[src/rtl/mips_pkg.sv]
// Shared MIPS fetch-path definitions: instruction geometry, next-PC select
// codes and return-address-stack operation codes.
package mips_pkg;

   localparam int          INSTR_BYTES          = 4;
   localparam int          JUMP_INDEX_W         = 26;
   localparam logic [31:0] RESET_VECTOR_DEFAULT = 32'h0000_0000;

   typedef enum logic [1:0] {
      PC_SEQ,
      PC_BRANCH,
      PC_JUMP,
      PC_JR
   } pc_sel_e;

   typedef enum logic [1:0] {
      RAS_NONE,
      RAS_PUSH,
      RAS_POP,
      RAS_REPLACE
   } ras_op_e;

   // Push and pop together on an empty stack degrades to a plain push.
   function automatic ras_op_e ras_decode(input logic push, input logic pop, input logic empty);
      ras_op_e op;
      op = RAS_NONE;
      if (push && pop) op = empty ? RAS_PUSH : RAS_REPLACE;
      else if (push)   op = RAS_PUSH;
      else if (pop)    op = RAS_POP;
      return op;
   endfunction

endpackage

[src/rtl/pc_unit_if.sv]
// Fetch-control bus between the control unit / branch comparator (master)
// and the program-counter block (slave).
interface pc_unit_if #(
   parameter int WIDTH     = 32,
   parameter int RAS_DEPTH = 4
);
   localparam int CNT_W = $clog2(RAS_DEPTH) + 1;

   logic             stall;
   logic             branch_taken;
   logic [WIDTH-1:0] branch_offset;
   logic             jump_en;
   logic [25:0]      jump_index;
   logic             link_en;
   logic             jr_en;
   logic [WIDTH-1:0] jr_target;
   logic             ret_hint;

   logic [WIDTH-1:0] pc;
   logic [WIDTH-1:0] pc_plus4;
   logic [WIDTH-1:0] ras_top;
   logic [CNT_W-1:0] ras_count;
   logic             misalign_err;
   logic             ras_underflow;

   modport master (
      output stall, branch_taken, branch_offset, jump_en, jump_index,
             link_en, jr_en, jr_target, ret_hint,
      input  pc, pc_plus4, ras_top, ras_count, misalign_err, ras_underflow
   );

   modport slave (
      input  stall, branch_taken, branch_offset, jump_en, jump_index,
             link_en, jr_en, jr_target, ret_hint,
      output pc, pc_plus4, ras_top, ras_count, misalign_err, ras_underflow
   );

endinterface

[src/rtl/pc_ras.sv]
// Circular return-address stack: the oldest entry is overwritten when full,
// and a pop on an empty stack raises a sticky underflow flag.
module pc_ras
   import mips_pkg::*;
#(
   parameter  int WIDTH = 32,
   parameter  int DEPTH = 4,
   localparam int PTR_W = $clog2(DEPTH),
   localparam int CNT_W = PTR_W + 1
) (
   input  logic             clk,
   input  logic             reset,
   input  logic             i_push,
   input  logic             i_pop,
   input  logic [WIDTH-1:0] i_push_data,
   output logic [WIDTH-1:0] o_top,
   output logic [CNT_W-1:0] o_count,
   output logic             o_underflow
);

   logic [WIDTH-1:0] r_mem [DEPTH];
   logic [PTR_W-1:0] r_ptr;
   logic [CNT_W-1:0] r_count;
   logic             r_underflow;

   logic [WIDTH-1:0] w_mem_next [DEPTH];
   logic [PTR_W-1:0] w_ptr_next;
   logic [CNT_W-1:0] w_count_next;
   logic             w_underflow_next;
   logic [PTR_W-1:0] w_top_idx;
   logic             w_empty;
   ras_op_e          w_op;

   // r_ptr is the next free slot; DEPTH is a power of two so the index wraps.
   assign w_top_idx = r_ptr - PTR_W'(1);
   assign w_empty   = (r_count == '0);
   assign w_op      = ras_decode(i_push, i_pop, w_empty);

   always_comb begin
      // NOTE: every next-state signal gets a default first so no latch is inferred.
      w_mem_next       = r_mem;
      w_ptr_next       = r_ptr;
      w_count_next     = r_count;
      w_underflow_next = r_underflow;
      unique case (w_op)
         RAS_PUSH: begin
            w_mem_next[r_ptr] = i_push_data;
            w_ptr_next        = r_ptr + PTR_W'(1);
            if (r_count != CNT_W'(DEPTH)) w_count_next = r_count + CNT_W'(1);
         end
         RAS_POP: begin
            if (w_empty) begin
               w_underflow_next = 1'b1;
            end else begin
               w_ptr_next   = w_top_idx;
               w_count_next = r_count - CNT_W'(1);
            end
         end
         RAS_REPLACE: w_mem_next[w_top_idx] = i_push_data;
         default: ;
      endcase
   end

   always_ff @(posedge clk) begin
      if (reset) begin
         // NOTE: entries are cleared on reset so ras_top is never X after a fresh start.
         for (int i = 0; i < DEPTH; i++) r_mem[i] <= '0;
         r_ptr       <= '0;
         r_count     <= '0;
         r_underflow <= 1'b0;
      end else begin
         // NOTE: sequential state uses non-blocking assignments only.
         r_mem       <= w_mem_next;
         r_ptr       <= w_ptr_next;
         r_count     <= w_count_next;
         r_underflow <= w_underflow_next;
      end
   end

   assign o_top       = w_empty ? '0 : r_mem[w_top_idx];
   assign o_count     = r_count;
   assign o_underflow = r_underflow;

endmodule

[src/rtl/pc_unit.sv]
// MIPS program counter with internal next-PC selection (seq/branch/jump/jr),
// fetch stall, reset vector and a return-address stack for jal / jr $ra.
module pc_unit
   import mips_pkg::*;
#(
   parameter int               WIDTH        = 32,
   parameter logic [WIDTH-1:0] RESET_VECTOR = WIDTH'(RESET_VECTOR_DEFAULT),
   parameter int               RAS_DEPTH    = 4
) (
   input logic      clk,
   input logic      reset,
   pc_unit_if.slave pc_bus
);

   localparam logic [WIDTH-1:0] LOW_MASK = WIDTH'(28'hFFF_FFFF);

   logic [WIDTH-1:0] r_pc;
   logic             r_misalign;

   logic [WIDTH-1:0] w_pc_plus4;
   logic [WIDTH-1:0] w_jump_target;
   logic [WIDTH-1:0] w_branch_target;
   logic [WIDTH-1:0] w_jr_target;
   logic [WIDTH-1:0] w_next_pc;
   logic             w_misalign_next;
   logic             w_ras_push;
   logic             w_ras_pop;
   pc_sel_e          w_sel;

   assign w_pc_plus4      = r_pc + WIDTH'(INSTR_BYTES);
   assign w_branch_target = w_pc_plus4 + (pc_bus.branch_offset << 2);
   assign w_jr_target     = {pc_bus.jr_target[WIDTH-1:2], 2'b00};
   // The jump keeps the upper bits of pc+4 above the 28-bit region.
   assign w_jump_target   = (w_pc_plus4 & ~LOW_MASK)
                          | WIDTH'({pc_bus.jump_index[JUMP_INDEX_W-1:0], 2'b00});

   always_comb begin
      w_sel = PC_SEQ;
      if (pc_bus.jr_en)             w_sel = PC_JR;
      else if (pc_bus.jump_en)      w_sel = PC_JUMP;
      else if (pc_bus.branch_taken) w_sel = PC_BRANCH;
   end

   always_comb begin
      w_next_pc       = r_pc;
      w_misalign_next = r_misalign;
      if (!pc_bus.stall) begin
         unique case (w_sel)
            PC_JR: begin
               w_next_pc = w_jr_target;
               if (pc_bus.jr_target[1:0] != 2'b00) w_misalign_next = 1'b1;
            end
            PC_JUMP:   w_next_pc = w_jump_target;
            PC_BRANCH: w_next_pc = w_branch_target;
            default:   w_next_pc = w_pc_plus4;
         endcase
      end
   end

   // link_en only means something alongside a jump (jal / jalr).
   assign w_ras_push = !pc_bus.stall && pc_bus.link_en && (pc_bus.jump_en || pc_bus.jr_en);
   assign w_ras_pop  = !pc_bus.stall && pc_bus.jr_en && pc_bus.ret_hint;

   always_ff @(posedge clk) begin
      if (reset) begin
         r_pc       <= RESET_VECTOR;
         r_misalign <= 1'b0;
      end else begin
         r_pc       <= w_next_pc;
         r_misalign <= w_misalign_next;
      end
   end

   pc_ras #(
      .WIDTH (WIDTH),
      .DEPTH (RAS_DEPTH)
   ) u_ras (
      .clk         (clk),
      .reset       (reset),
      .i_push      (w_ras_push),
      .i_pop       (w_ras_pop),
      .i_push_data (w_pc_plus4),
      .o_top       (pc_bus.ras_top),
      .o_count     (pc_bus.ras_count),
      .o_underflow (pc_bus.ras_underflow)
   );

   assign pc_bus.pc           = r_pc;
   assign pc_bus.pc_plus4     = w_pc_plus4;
   assign pc_bus.misalign_err = r_misalign;

endmodule
[src/flat_wrapper.sv]
// flat-port wrapper written by rule: the top's interface ports become plain ports
module pc_unit_flat import mips_pkg::*;
#(
   parameter int               WIDTH        = 32,
   parameter logic [WIDTH-1:0] RESET_VECTOR = WIDTH'(RESET_VECTOR_DEFAULT),
   parameter int               RAS_DEPTH    = 4
)
  (clk, reset, pc_bus_stall, pc_bus_branch_taken, pc_bus_branch_offset, pc_bus_jump_en, pc_bus_jump_index, pc_bus_link_en, pc_bus_jr_en, pc_bus_jr_target, pc_bus_ret_hint, pc_bus_pc, pc_bus_pc_plus4, pc_bus_ras_top, pc_bus_ras_count, pc_bus_misalign_err, pc_bus_ras_underflow);
  pc_unit_if #(.WIDTH(WIDTH), .RAS_DEPTH(RAS_DEPTH)) pc_bus_i ();
  input logic clk;
  input logic reset;
  input wire logic [$bits(pc_bus_i.stall)-1:0] pc_bus_stall;
  input wire logic [$bits(pc_bus_i.branch_taken)-1:0] pc_bus_branch_taken;
  input wire logic [$bits(pc_bus_i.branch_offset)-1:0] pc_bus_branch_offset;
  input wire logic [$bits(pc_bus_i.jump_en)-1:0] pc_bus_jump_en;
  input wire logic [$bits(pc_bus_i.jump_index)-1:0] pc_bus_jump_index;
  input wire logic [$bits(pc_bus_i.link_en)-1:0] pc_bus_link_en;
  input wire logic [$bits(pc_bus_i.jr_en)-1:0] pc_bus_jr_en;
  input wire logic [$bits(pc_bus_i.jr_target)-1:0] pc_bus_jr_target;
  input wire logic [$bits(pc_bus_i.ret_hint)-1:0] pc_bus_ret_hint;
  output wire logic [$bits(pc_bus_i.pc)-1:0] pc_bus_pc;
  output wire logic [$bits(pc_bus_i.pc_plus4)-1:0] pc_bus_pc_plus4;
  output wire logic [$bits(pc_bus_i.ras_top)-1:0] pc_bus_ras_top;
  output wire logic [$bits(pc_bus_i.ras_count)-1:0] pc_bus_ras_count;
  output wire logic [$bits(pc_bus_i.misalign_err)-1:0] pc_bus_misalign_err;
  output wire logic [$bits(pc_bus_i.ras_underflow)-1:0] pc_bus_ras_underflow;
  assign pc_bus_i.stall = pc_bus_stall;
  assign pc_bus_i.branch_taken = pc_bus_branch_taken;
  assign pc_bus_i.branch_offset = pc_bus_branch_offset;
  assign pc_bus_i.jump_en = pc_bus_jump_en;
  assign pc_bus_i.jump_index = pc_bus_jump_index;
  assign pc_bus_i.link_en = pc_bus_link_en;
  assign pc_bus_i.jr_en = pc_bus_jr_en;
  assign pc_bus_i.jr_target = pc_bus_jr_target;
  assign pc_bus_i.ret_hint = pc_bus_ret_hint;
  assign pc_bus_pc = pc_bus_i.pc;
  assign pc_bus_pc_plus4 = pc_bus_i.pc_plus4;
  assign pc_bus_ras_top = pc_bus_i.ras_top;
  assign pc_bus_ras_count = pc_bus_i.ras_count;
  assign pc_bus_misalign_err = pc_bus_i.misalign_err;
  assign pc_bus_ras_underflow = pc_bus_i.ras_underflow;
  pc_unit #(.WIDTH(WIDTH), .RESET_VECTOR(RESET_VECTOR), .RAS_DEPTH(RAS_DEPTH)) u_core (.clk(clk), .reset(reset), .pc_bus(pc_bus_i));
endmodule
[config.mk]
export PLATFORM = sky130hd
export DESIGN_NAME = pc_unit_flat
export DESIGN_NICKNAME = d
export VERILOG_FILES = /design/src/rtl/mips_pkg.sv /design/src/rtl/pc_unit_if.sv /design/src/rtl/pc_ras.sv /design/src/rtl/pc_unit.sv /design/src/flat_wrapper.sv
export SDC_FILE = /design/constraint.sdc
export NUM_CORES = 1
export LEC_CHECK = 0
export CAP_MARGIN = 20
export CORE_MARGIN = 2
export CORE_UTILIZATION = 50
export CTS_BUF_LIST = sky130_fd_sc_hd__clkbuf_4
export CTS_CLUSTER_DIAMETER = 50
export CTS_CLUSTER_SIZE = 8
export DETAILED_ROUTE_END_ITERATION = 8
export HOLD_SLACK_MARGIN = 0.02
export PLACE_DENSITY = 0.78
export SYNTH_ARGS = -nofsm -noshare
export SYNTH_HDL_FRONTEND = slang
export SYNTH_SLANG_ARGS = --single-unit
[constraint.sdc]
create_clock -name clk -period 9.8 [get_ports clk]
set_input_delay 0.98 -clock clk [delete_from_list [all_inputs] [get_ports clk]]
set_output_delay 0.98 -clock clk [all_outputs]
set_load 0.03 [all_outputs]
# After elaboration in Yosys (flattened, before gate mapping)
# Index checks and enable logic that the tools add are counted.
totals:
  register_bits: 167
  inputBits: 98
  out_inout_bits: 101
  word_cells: 73
classes:
  n_addsub: 6
  magnitude_cmp: 4
  eq_ne: 9
  muxes: 24
  bitwise: 4
  reduce_logical: 17
op_table:
  columns: ["op", "n"]
  rows:
  - ["bitwise mux 128 bit", 2]
  - ["case mux 128 bit (2 select lines)", 1]
  - ["two-way mux 32 bit", 5]
  - ["demux 32 bit (select 2 bit)", 2]
  - ["case mux 32 bit (3 select lines)", 1]
  - ["binary-select mux 32 bit (select 2 bit)", 1]
  - ["adder 32 x 3 -> 32 bit (second input constant)", 1]
  - ["adder 32 bit", 1]
  - ["bitwise OR 32 x 28 -> 32 bit", 1]
  - ["two-way mux 2 bit", 7]
  - ["equality test 2 bit (second input constant)", 4]
  - ["logical AND 1 bit", 7]
  - ["greater-or-equal comparator 3 bit (second input constant)", 2]
  - ["less-than comparator 3 x 1 -> 1 bit (second input constant)", 2]
  - ["two-way mux 3 bit", 2]
  - ["NOT 2 -> 3 bit", 2]
  - ["case mux 3 bit (2 select lines)", 1]
  - ["AND reduction 3 bit", 2]
  - ["nonzero test 2 bit", 3]
  - ["equality test 2 x 1 -> 1 bit (second input constant)", 2]
  - ["!= test 2 bit (second input constant)", 2]
  - ["case mux 2 bit (2 select lines)", 1]
  - ["AND reduction 2 bit", 2]
  - ["adder 3 x 1 -> 3 bit (second input constant)", 1]
  - ["other kinds (9)", 9]

# Depth between registers and ports, before layout
logic_depth:
  depth_word: 9
  mapped_depth: 17
  mapped_depth_nobuf: 15

# Cells and area by module
# From an unflattened synthesis, not the netlist that was laid out.
hier_totals:
  cells_unflattened: 1214
  hier_area_um2: 10178.5
modules_own_cells:
  columns: ["mod", "instances", "cells_each", "area_per_inst_um2", "seq_area_each_um2"]
  rows:
  - ["pc_ras", 1, 688, 6256.0, 2682.6]
  - ["pc_unit", 1, 526, 3922.5, 620.6]

# Least setup slack after synthesis
# Ideal clock, no wire load.
synth_path:
  path_kind: "reg-to-output"
  startpoint: "register u_core.u_ras.r_ptr[0]"
  endpoint: "output port pc_bus_ras_top[25]"
  t_arrival_ps: 3013
  required_ps: 8820
  setup_slack_ps: 5807
  stages_incl_launch_ff: 9
  n_path_buf: 4
  path_cell_list: "dfxtp_1 -> clkbuf_1 -> buf_1 -> inv_1 -> ha_1 -> clkbuf_1 -> clkbuf_1 -> mux4_2 -> nor2b_1"
synth_between:
  elab_chain_len: 6
synth_lines:
  columns: ["element", "line_no", "rtl"]
  rows:
  - ["start, declared", "pc_ras.sv:22", "logic [PTR_W-1:0] r_ptr;"]
  - ["start signal, assigned", "pc_ras.sv:74", "r_ptr <= w_ptr_next;"]
  - ["subtractor 2 x 1 -> 2 bit", "pc_ras.sv:35", "assign w_top_idx = r_ptr - PTR_W'(1);"]
  - ["NOT 2 -> 3 bit (not written as such)", "pc_ras.sv:80", "assign o_top = w_empty ? '0 : r_mem[w_top_idx];"]
  - ["binary-select mux 32 bit (select 2 bit)", "pc_ras.sv:80", null]
  - ["two-way mux 32 bit (not written as such) (2 in a row)", "pc_ras.sv:80", null]
  - ["two-way mux 32 bit", "pc_ras.sv:80", null]
  - ["end, declared", "flat_wrapper.sv:23", "output wire logic [$bits(pc_bus_i.ras_top)-1:0] pc_bus_ras_top;"]
# No other way between the ends. The select of a mux whose other input is x is not followed.

# Worst setup path in the final report
layout_path:
  startpoint: "register u_core.r_pc[2] (netlist: u_core.pc_bus.pc[2])"
  endpoint: "output port pc_bus_pc_plus4[26]"
layout_between:
  elab_chain_len: 1
layout_lines:
  columns: ["element", "line_no", "rtl"]
  rows:
  - ["start, declared", "pc_unit.sv:17", "logic [WIDTH-1:0] r_pc;"]
  - ["start signal, assigned", "pc_unit.sv:69", "r_pc <= w_next_pc;"]
  - ["adder 32 x 3 -> 32 bit", "pc_unit.sv:30", "assign w_pc_plus4 = r_pc + WIDTH'(INSTR_BYTES);"]
  - ["end, declared", "flat_wrapper.sv:22", "output wire logic [$bits(pc_bus_i.pc_plus4)-1:0] pc_bus_pc_plus4;"]
# No other way between the ends.

==> qor.yml <==
status:
  status: "completed"
yosys:
  synth_edf_count: 0
  seq_area_frac_synth_pct: 32.0
  synthFlopType: "dfxtp_1"
  synth.avg_cell_area_um2: 8.53
  synth-seq-cells: 157
  syn-cell-area_um2: 9830
  yosys_warnings: 0
  synthCells: 1152
  synthArstFlopShare_pct: 0
  synth_cell_type_count: 80
cells_and_area:
  fin_nets: 1430
  multiInputGateArea_um2: 6050
  fill_cells: 1708
  layout_commonest_cell: "clkdlybuf4s50_1"
  diodes: 0
  area_growth_pct: 23.1
  final-seq-area_um2: 3140
  drive_gt1_share_pct: 8.14
  stdcell_count: 1567
  mostFrequentLayoutCells: "clkdlybuf4s50_1 (187), nor2_1 (164), dfxtp_1 (157)"
timing:
  maxSlewHeadroom_pct: 35.5
  tightest_slew_ns: 0.962
  final-setup-viol-count: 0
  min_period_ns: 4.93
  timing.fmax_mhz: 203
  finalCritPeriodShare_pct: 50.3
  skew_ns: 0.0223
  report.final.slew_viol_count: 0
  rsz0062_at_grt: "no"
  final.setup.tns_ns: 0
  hold_violations: 0
power_and_ir_drop:
  switching_share_pct: 33.4
  power_density_nw_per_um2: 133
  p_sw_uw: 536
  p_int_uw: 1070
  cellLeakagePower_uw: 0.00442
  seq_power_share_pct: 43.3
  peakVddDrop_mv: 0.0592
  p_clk_share_pct: 27.2
  p_comb_share_pct: 29.5
  total_power_uw: 1600
setup_path:
  ff2ff_setup_slack_ns: 4.89
  worstRegToRegCells: 15
  max_stage_delay_ns: 0.64
  critPathTopFamily: "simple AND/OR/NAND/NOR gates"
  rr_endpoint: "u_core.pc_bus.pc[27]"
  cp_num_cells: 8
  critPathCaptureType: "output port"
  crit_arrival_ns: 3.95
  startpoint_type: "register"
  setup.worst_path.class: "register to output port"
  crit_path_end: "pc_bus_pc_plus4[26]"
  r2r_start: "u_core.pc_bus.pc[2]"
  critPathMaxFanout: 11
  timing.critical_path.cells: "ha_1 -> and4_2 -> nand4_1 -> nor3_1 -> nand3_1 -> xor2_1 -> inv_1 -> clkdlybuf4s50_1"
  cp_num_buf_inv: 2
  required_ns: 8.82
  crit_path_top_delay_cell: "clkdlybuf4s50_1"
  crit_start: "u_core.pc_bus.pc[2]"
route:
  ant_nets: 0
  first_pass_iters: 6
  viasPerCell: 5.92
  first_iter_violations: 829
  drc: 0
  vias: 9279
  wl_mm: 29.2
  wl_per_cell_um: 18.6
grt:
  grt_pass1_wl_mm: 44.7
  antenna_found_initial: 0
  grt.overflow.total: 0
  grt_max_degree: 87
  grt_use_total_pct: 27.4
  grt_pass1_vias: 8660
cts:
  cts-resized-gates: 0
  cts_tree: "yes"
  clockBufferDepth: 2
  insertion_delay_ns: 0.54
  ctsHoldBuffers: 0
  h-tree-depth: 4
  clk_pin_slew_ns: 0.13
  post_cts_buffers: 0
  clock_sinks: 157
  cts_root_buffer: "clkbuf_4"
  cts_buffers: 17
floorplan:
  start_util_pct: 50.7
  core_area_um2: 19400
  num_io_pins: 199
  dieWidth_um: 144
  die_area_um2: 20800
  fp.dieH_um: 144
  rows: 51
min_path:
  hold_class: "register to register"
placement:
  place_inst: 1530
  place.detailed.hpwl_mm: 20.7
  io_buffers: 190
  place_congestion: 0.985
flow_run:
  max_cap_viol_count: 0
-- worst min path at each step --
| stage | to | cells past startpoint | slack (ns) | from |
|---|---|---|---|---|
| global placement | u_core.pc_bus.misalign_err | 2 | 0.43 | u_core.pc_bus.misalign_err |
| global route | u_core.pc_bus.misalign_err | 2 | 0.50 | u_core.pc_bus.misalign_err |
| CTS | u_core.pc_bus.misalign_err | 2 | 0.46 | u_core.pc_bus.misalign_err |
| floorplan | u_core.u_ras.r_mem[35] | 2 | 0.45 | u_core.u_ras.r_mem[35] |
| detailed placement | u_core.pc_bus.misalign_err | 2 | 0.44 | u_core.pc_bus.misalign_err |
| finish | u_core.pc_bus.misalign_err | 2 | 0.46 | u_core.pc_bus.misalign_err |
-- cells by family after synthesis --
logic type,share of synthesized area [%]
compound gates,23.1
xor+xnor,4.52
fa+ha+maj,5.62
buf+inv,6.88
flops,32.0
mux,8.70
other cells,0.0381
simple gates,19.2
-- stage by stage --
| step | instance area (µm²) | utilization [%] | setup WS (ns) | hold WS [ns] |
|---|---|---|---|---|
| floorplan | 9850 | - | 5.81 | 0.455 |
| global placement | 11700 | 60.2 | 5.09 | 0.433 |
| detailed placement | 11700 | 60.2 | 5.04 | 0.441 |
| CTS | 12000 | 61.9 | 4.75 | 0.459 |
| global route | 12100 | 62.4 | 4.67 | 0.504 |
| finish | 12100 | 62.4 | 4.87 | 0.460 |
-- cell usage after synthesis, drive strengths merged, types with 5 or more instances --
| cell type | count | share of area (%) |
|---|---|---|
| a21o | 15 | 1.2 |
| xor2 | 19 | 1.7 |
| o21ai | 47 | 2.4 |
| mux4 | 30 | 6.9 |
| mux2i | 18 | 1.8 |
| o31ai | 6 | 0.46 |
| a211o | 5 | 0.45 |
| nor3 | 17 | 0.92 |
| nor2b | 44 | 2.8 |
| a211oi | 125 | 9.5 |
| nor2 | 165 | 6.4 |
| and4 | 6 | 0.56 |
| nand2 | 57 | 2.2 |
| nand4 | 18 | 1.3 |
| buf | 37 | 2.4 |
| o21a | 8 | 0.61 |
| a21oi | 62 | 3.2 |
| dfxtp | 157 | 32 |
| a22o | 5 | 0.45 |
| clkbuf | 53 | 2.3 |
| nand3 | 23 | 1.2 |
| and3 | 17 | 1.1 |
| xnor2 | 30 | 2.8 |
| inv | 52 | 2.0 |
| a31oi | 6 | 0.38 |
| nor4 | 7 | 0.45 |
| ha | 41 | 5.2 |
| a221oi | 10 | 0.95 |
-- metal layers --
metal / GRT usage [%] / part of all wire [%] / wire, µm
met1: 37.6 / 44 / 12900
met2: 44.5 / 46 / 13400
met3: 4.93 / 7.9 / 2300
met4: 7.77 / 2.1 / 605
met5: 0 / 0 / 0
-- worst register-to-register path: cells and delay by family, from the launching register on --
kind | cells | cell delay [ns]
xor+xnor | 1 | 0.28
compound gates | 4 | 1.33
fa+ha+maj | 2 | 0.74
simple gates | 7 | 1.74
flops | 1 | 0.60
buf+inv | 1 | 0.21
-- power by group through the flow --
stage | combinational [µW] | clock [µW] | sequential, µW
6_report | 473 | 436 | 695
5_1_grt | 508 | 468 | 699
4_1_cts | 463 | 441 | 694
3_5_place_dp | 461 | 0 | 708
3_3_place_gp | 457 | 0 | 707
2_1_floorplan | 287 | 0 | 723
-- layout make-up --
class | count | share of cell area (%)
clock buffers | 18 | 1.12
clock inverters | 14 | 1.59
inverters | 53 | 1.64
multi-input cells | 856 | 50.0
flip-flops and latches | 157 | 26.0
well taps | 265 | 2.74
repair buffers | 204 | 17.0
-- registers in the layout, indices dropped and copies added (netlist names) --
name,flops
u_core.pc_bus.misalign_err,1
u_core.u_ras.r_ptr,2
u_core.u_ras.r_mem,120
u_core.u_ras.o_underflow,1
u_core.pc_bus.pc,30
u_core.u_ras.o_count,3
No activity file was read; power rests on OpenSTA's default activity.
